## src/rtl/wb_arb2_rr.sv

```systemverilog
// Two-master round-robin Wishbone arbiter sharing one slave port, with a bus watchdog.
// Latency: one cycle from cyc to grant; request mux and response routing are combinational.
// Backpressure: a tenure is held until the granted master drops cyc; stalled strobes end in err after TIMEOUT cycles.
module wb_arb2_rr #(
  parameter int AW      = 1,
  parameter int DW      = 8,
  parameter int TIMEOUT = 255
) (
  input  logic          wb_clk,
  input  logic          wb_rst_n,
  // master 0
  input  logic [AW-1:0] m0_adr_i,
  input  logic [DW-1:0] m0_dat_i,
  input  logic          m0_we_i,
  input  logic          m0_cyc_i,
  input  logic          m0_stb_i,
  input  logic [2:0]    m0_cti_i,
  input  logic [1:0]    m0_bte_i,
  output logic [DW-1:0] m0_dat_o,
  output logic          m0_ack_o,
  output logic          m0_err_o,
  output logic          m0_rty_o,
  // master 1
  input  logic [AW-1:0] m1_adr_i,
  input  logic [DW-1:0] m1_dat_i,
  input  logic          m1_we_i,
  input  logic          m1_cyc_i,
  input  logic          m1_stb_i,
  input  logic [2:0]    m1_cti_i,
  input  logic [1:0]    m1_bte_i,
  output logic [DW-1:0] m1_dat_o,
  output logic          m1_ack_o,
  output logic          m1_err_o,
  output logic          m1_rty_o,
  // shared slave port
  output logic [AW-1:0] s_adr_o,
  output logic [DW-1:0] s_dat_o,
  output logic          s_we_o,
  output logic          s_cyc_o,
  output logic          s_stb_o,
  output logic [2:0]    s_cti_o,
  output logic [1:0]    s_bte_o,
  input  logic [DW-1:0] s_dat_i,
  input  logic          s_ack_i,
  input  logic          s_err_i,
  input  logic          s_rty_i,
  // current grant, one-hot
  output logic [1:0]    grant_o
);

  typedef enum logic [1:0] {
    IDLE = 2'd0,
    G0   = 2'd1,
    G1   = 2'd2
  } state_t;

  // Last watchdog count before a timeout fires; unused when TIMEOUT is 0.
  localparam logic [15:0] TMO_LAST = (TIMEOUT == 0) ? 16'd0 : 16'(TIMEOUT - 1);

  state_t      state;
  state_t      state_nxt;
  logic        last;       // master that most recently finished a tenure
  logic        last_nxt;
  logic [15:0] wd;
  logic        tmo_err;
  logic        gnt0;
  logic        gnt1;
  logic        term;
  logic        grant_change;

  assign gnt0         = (state == G0);
  assign gnt1         = (state == G1);
  assign grant_o      = {gnt1, gnt0};
  assign term         = s_ack_i | s_err_i | s_rty_i;
  assign grant_change = (state_nxt != state);

  // State and round-robin pointer registers.
  always_ff @(posedge wb_clk or negedge wb_rst_n) begin
    if (!wb_rst_n) begin
      state <= IDLE;
      last  <= 1'b1;
    end else begin
      state <= state_nxt;
      last  <= last_nxt;
    end
  end

  // Next grant: a tenure lasts while its cyc is high, then passes straight to a waiting peer.
  always_comb begin
    state_nxt = state;
    last_nxt  = last;
    case (state)
      IDLE: begin
        if (m0_cyc_i && m1_cyc_i) state_nxt = last ? G0 : G1;
        else if (m0_cyc_i)        state_nxt = G0;
        else if (m1_cyc_i)        state_nxt = G1;
      end
      G0: begin
        if (!m0_cyc_i) begin
          last_nxt  = 1'b0;
          state_nxt = m1_cyc_i ? G1 : IDLE;
        end
      end
      G1: begin
        if (!m1_cyc_i) begin
          last_nxt  = 1'b1;
          state_nxt = m0_cyc_i ? G0 : IDLE;
        end
      end
      default: state_nxt = IDLE;
    endcase
  end

  // Request mux: the granted master drives the slave; idle drives all zeros.
  // The strobe is masked during the timeout cycle so the slave sees the access end.
  always_comb begin
    s_adr_o = '0;
    s_dat_o = '0;
    s_we_o  = 1'b0;
    s_cyc_o = 1'b0;
    s_stb_o = 1'b0;
    s_cti_o = 3'b000;
    s_bte_o = 2'b00;
    if (gnt0) begin
      s_adr_o = m0_adr_i;
      s_dat_o = m0_dat_i;
      s_we_o  = m0_we_i;
      s_cyc_o = m0_cyc_i;
      s_stb_o = m0_stb_i & ~tmo_err;
      s_cti_o = m0_cti_i;
      s_bte_o = m0_bte_i;
    end else if (gnt1) begin
      s_adr_o = m1_adr_i;
      s_dat_o = m1_dat_i;
      s_we_o  = m1_we_i;
      s_cyc_o = m1_cyc_i;
      s_stb_o = m1_stb_i & ~tmo_err;
      s_cti_o = m1_cti_i;
      s_bte_o = m1_bte_i;
    end
  end

  // Response routing. Terminations are also gated by the master's own cyc so that a
  // late ack for an abandoned access never reaches anyone.
  assign m0_dat_o = s_dat_i;
  assign m1_dat_o = s_dat_i;
  assign m0_ack_o = s_ack_i             & gnt0 & m0_cyc_i;
  assign m0_rty_o = s_rty_i             & gnt0 & m0_cyc_i;
  assign m0_err_o = (s_err_i | tmo_err) & gnt0 & m0_cyc_i;
  assign m1_ack_o = s_ack_i             & gnt1 & m1_cyc_i;
  assign m1_rty_o = s_rty_i             & gnt1 & m1_cyc_i;
  assign m1_err_o = (s_err_i | tmo_err) & gnt1 & m1_cyc_i;

  // Watchdog: count unanswered strobe cycles, raise a one-cycle err at the limit.
  always_ff @(posedge wb_clk or negedge wb_rst_n) begin
    if (!wb_rst_n) begin
      wd      <= 16'd0;
      tmo_err <= 1'b0;
    end else if (tmo_err) begin
      wd      <= 16'd0;
      tmo_err <= 1'b0;
    end else if (grant_change || !s_cyc_o || !s_stb_o || term) begin
      wd      <= 16'd0;
    end else if ((TIMEOUT != 0) && (wd == TMO_LAST)) begin
      wd      <= 16'd0;
      tmo_err <= 1'b1;
    end else begin
      wd      <= wd + 16'd1;
    end
  end

endmodule

```

## config.mk

```make
export PLATFORM = sky130hd
export DESIGN_NAME = wb_arb2_rr
export DESIGN_NICKNAME = d
export VERILOG_FILES = /design/src/rtl/wb_arb2_rr.sv
export SDC_FILE = /design/constraint.sdc
export NUM_CORES = 1
export LEC_CHECK = 0
export CAP_MARGIN = 20
export CORE_ASPECT_RATIO = 0.5
export CORE_MARGIN = 4
export CORE_UTILIZATION = 39
export CTS_CLUSTER_SIZE = 30
export DETAILED_ROUTE_END_ITERATION = 12
export GPL_TIMING_DRIVEN = 0
export PLACE_DENSITY = 0.95
export SLEW_MARGIN = 20
export SYNTH_ARGS = -nofsm -noshare
export SYNTH_HDL_FRONTEND = slang
export SYNTH_SLANG_ARGS = --single-unit
export TNS_END_PERCENT = 50
```

## constraint.sdc

```tcl
create_clock -name wb_clk -period 4.19 [get_ports wb_clk]
set_clock_uncertainty 0.15 [all_clocks]
set_input_delay 0.838 -clock wb_clk [delete_from_list [all_inputs] [get_ports wb_clk]]
set_output_delay 0.838 -clock wb_clk [all_outputs]
set_load 0.05 [all_outputs]
```

Word level (Yosys, flattened, before mapping)
Index checks and enable logic that the tools add are counted.
{"block": "totals", "reg_bits": 20, "out_inout_bits": 41, "elab_cells": 70}
{"block": "op_classes", "n_addsub": 1, "n_eq_ne": 6, "muxes": 32, "bitwise": 18, "reduce_logical": 9}
{"cell": "$mux W16", "n": 3}
{"cell": "$mux W2", "n": 9}
{"cell": "$add A16 B1 Y16 const B", "n": 1}
{"cell": "$eq A16 B8 Y1 const B", "n": 1}
{"cell": "$mux W8", "n": 2}
{"cell": "$and A1 B1 Y1", "n": 14}
{"cell": "$mux W1", "n": 14}
{"cell": "$mux W3", "n": 2}
{"cell": "$pmux W2 S3", "n": 1}
{"cell": "$ne A2 B2 Y1 const B", "n": 2}
{"cell": "$logic_or A1 B1 Y1", "n": 3}
{"cell": "$or A1 B1 Y1", "n": 3}
{"cell": "$reduce_and A3 Y1", "n": 1}
{"cell": "$eq A2 B1 Y1 const B", "n": 1}
{"cell": "$eq A2 B2 Y1 const B", "n": 1}
{"cell": "$logic_not A1 Y1", "n": 2}
{"cell": "$logic_not A2 Y1", "n": 1}
{"cell": "$ne A2 B2 Y1", "n": 1}
{"cell": "$pmux W1 S2", "n": 1}
{"cell": "$reduce_bool A2 Y1", "n": 1}
{"cell": "$logic_and A1 B1 Y1", "n": 1}
{"cell": "$not A1 Y1", "n": 1}

Longest topological paths before layout
{"block": "logic_depth", "depth_word": 10, "ltp_mapped": 6, "ltp_nobuf": 5}

Least setup slack after synthesis
OpenSTA, ideal clock, no wires.
{"block": "synth_timing", "kind": "flip-flop to output port", "from": "reg state[1]", "to": "out m1_err_o", "arrival_time_ns": 1.910, "setup_slack_ns": 1.292, "stages_incl_launch_ff": 6, "path_cell_list": "dfrtp_1 > nor2b_1 > clkbuf_1 > buf_1 > nand2_1 > nor2_1"}
{"block": "synth_via", "elab_chain_len": 3}
{"element": "start: declaration", "line": "60", "text": "state_t state;"}
{"element": "start signal: assignment", "line": "83", "text": "state <= state_nxt;"}
{"element": "$eq A2 B2 Y1", "line": "72", "text": "assign gnt1 = (state == G1);"}
{"element": "net gnt1", "line": "67", "text": "logic gnt1;"}
{"element": "$and A1 B1 Y1 (2 in series)", "line": "152", "text": "assign m1_err_o = (s_err_i | tmo_err) & gnt1 & m1_cyc_i;"}
{"element": "end: declaration", "line": "33", "text": "output logic m1_err_o,"}
The timed path passes the listed nets, and every way through them passes these cells.

Worst setup path in the final report
{"block": "layout_timing", "from": "reg state[1]", "to": "out m1_ack_o"}
{"block": "layout_via", "elab_chain_len": 3}
{"element": "$eq A2 B2 Y1", "line": "72"}
{"element": "net gnt1", "line": "67"}
{"element": "$and A1 B1 Y1 (2 in series)", "line": "150", "text": "assign m1_ack_o = s_ack_i & gnt1 & m1_cyc_i;"}
{"element": "end: declaration", "line": "32", "text": "output logic m1_ack_o,"}
The timed path passes the listed nets, and every way through them passes these cells.

==> flow_summary_export.csv <==
group,metric,value,unit
worst_setup_path,critPathArrivalTime,2770,ps
layout,final_common_cell,"clkdlybuf4s50_1",
clock_tree,cts-buffers-inserted,3,
clock_tree,cts_hold_buf,0,
worst_hold_path,min_from,"wd[0]",
sta,tightest_slew,878,ps
sta,hold_viol_final,0,
clock_tree,cts.clk_slew.worst_paths,70,ps
layout,nets,285,
die,core_area,3190,um2
drt,avgViaCountPerCell,5.17,
place,dp_cells,279,
synth,syn-cell-area,1380,um2
sta,fmax,266,MHz
place,place.port_buffers,79,
synth,yosysTopAreaCell,"dfrtp_1",
global_routing,grt_start_max_net_pins,21,
place,dp_hpwl,3530,um
synth,ys_types,35,
die,die_area,4600,um2
synth,synth_nets,201,
global_routing,grt_overflow,0,
sta,slew_headroom,41.3,%
layout,instances_no_fill,283,
layout,syn_to_final_growth,65.8,%
sta,fin_crit,3750,ps
sta,rsz0062_at_grt,"false",
drt,first_iter_violations,35,
status,status,"complete, no violations",
die,initial_utilization,43.2,%
clock_tree,cts_setup_buffers,0,
drt,vias,1464,
layout,layout_common_cells,"clkdlybuf4s50_1, dfrtp_1, buf_4, a22o_1, nor3_1",
place,dpl_worst_slack,723,ps
clock_tree,cts-root-buf,"clkbuf_8",
sta,setup_slack,437,ps
worst_setup_path,required,3200,ps
clock_tree,clock_sink_count,20,
place,place_area,2230,um2
worst_setup_path,timing.rr.start,"wd[11]",
die,io_pins,88,
worst_setup_path,cp_max_fo,10,
sta,tns,0,ps
clock_tree,cts_tree,"done",
drt,finalWirelength,4490,um
clock_tree,cts.repair.resized,0,
global_routing,antenna_found_initial,0,
worst_setup_path,ff2ff_setup_slack,2090,ps
pwr,vdd_ir_drop_max,0.219,mV
drt,wire_per_inst,15.9,um
pwr,leakage,0.878,nW
worst_hold_path,hold_path_depth,1,
layout,layout-drive-gt1-share,12.8,%
worst_setup_path,reg2regPathDepth,4,
job,cap_violations,0,
sta,slew_viol_final,0,
global_routing,grt_pass1_wl,7300,um
drt,drc,0,
synth,synthTopCellsByArea,"dfrtp_1, a22o_1, buf_4, xnor2_1, nor3_1",
die,die_x,92.1,um
layout,antenna_cells,0,
drt,dr.pass1.iters,4,
worst_setup_path,critPathLaunchType,"flop",
worst_hold_path,holdCritPathClass,"reg2reg",
synth,synth_top_cell_area_share,34.5,%
synth,synth-warning-count,0,
sta,finalCritPeriodShare,89.6,%
die,die_h,50.0,um
clock_tree,worstSkewPairLatency,260,ps
synth,synth-seq-area-share,36.4,%
global_routing,grt_usage,19.6,%
worst_setup_path,r2r_end,"wd[9]",
die,fp-row-count,14,
synth,ys_ff_latch,20,
clock_tree,clk_path_buf_depth,2,
synth,avgSynthCellArea,9.06,um2
global_routing,grt_pass1_vias,1443,
sta,finalSetupViolCount,0,
worst_setup_path,cp-end-kind,"output pin",
layout,fin_area,2280,um2
synth,synthCells,152,
clock_tree,htree_levels,1,
pwr,power_density,315,nW/um2
worst_setup_path,critical_path_class,"reg2out",
worst_hold_path,min_to,"wd[0]",
layout,fin_util,71.6,%
place,gp_congestion,0.876,
drt,postRouteAntennaNets,0,
-- logic make-up after synthesis --
group	Yosys count	synth area share [%]
compound gates	28	16.2
xor+xnor	11	6.99
fa+ha+maj	2	1.82
buf+inv	29	12.9
flops	20	36.4
simple gates	62	25.7
-- layer usage --
metal / GRT usage [%] / wire length, um
met3: 3.50 / 275
met2: 35.5 / 2310
met5: 0 / 0
met1: 24.8 / 1860
met4: 3.69 / 42
-- layout make-up --
cell class	instances	area [um2]
plain buffers	25	163
clock buffers	4	55.1
fillers	228	905
inverters	4	15.0
multi-input cells	103	698
flip-flops and latches	20	502
well taps	48	60.1
repair buffers	79	791
-- worst max-delay path: stages (launching register included) --
cell	delay [ps]
dfrtp_1	480
nor2b_1	230
clkbuf_1	360
buf_1	390
and3_1	230
clkdlybuf4s50_1	820
-- stage by stage --
stage / hold slack [ps] / power (mW)
floorplan: 335 / 0.441
global placement: 351 / 0.571
detailed placement: 366 / 0.579
CTS: 376 / 0.725
global route: 426 / 0.747
finish: 373 / 0.720
-- synthesized netlist by cell type --
cell type   n
a22o_1     16
dfstp_2     1
nor3_1     15
and2_1      1
o21ai_0     3
nor3_2      1
xor2_1      2
nor2_1      8
buf_2       1
dfrtp_1    19
or4_4       1
a21oi_1     2
buf_1       3
nand2_1     8
nand3_1     2
ha_1        2
nand3_2     2
nor2b_1     4
xnor2_1     9
inv_1       4
o22a_1      1
or4_1       2
or3_1       1
and3_1      4
a211oi_2    1
clkbuf_1    3
or3_4       1
o31ai_1     2
nand4_1     4
or2_1       1
o22ai_1     1
buf_4      18
nand3b_1    3
a211oi_1    2
nor4_1      4
-- report_power, final --
| group | internal, mW | total [mW] | switching (mW) | leakage (nW) |
|---|---|---|---|---|
| sequential | 0.202 | 0.211 | 0.00962 | 0.273 |
| clock | 0.0836 | 0.144 | 0.0608 | 0.0288 |
| combinational | 0.145 | 0.364 | 0.220 | 0.576 |
| total | 0.430 | 0.720 | 0.290 | 0.878 |
-- state kept, by name, summed over array words and instances, names as in the netlist --
register,cells
tmo_err,1
state,2
last,1
wd,16
-- worst max-delay path by stage --
stage	from	to	slack, ps	cells after the start
final	state[1]	m1_ack_o	440	5
after CTS	state[1]	m1_ack_o	440	5
after floorplan	state[1]	m1_err_o	1290	5
after detailed placement	state[1]	m1_ack_o	720	5
after global routing	state[1]	m1_err_o	260	6
after global placement	m0_cyc_i	m0_err_o	780	4
Note: power is estimated with default switching activity, not from simulation.
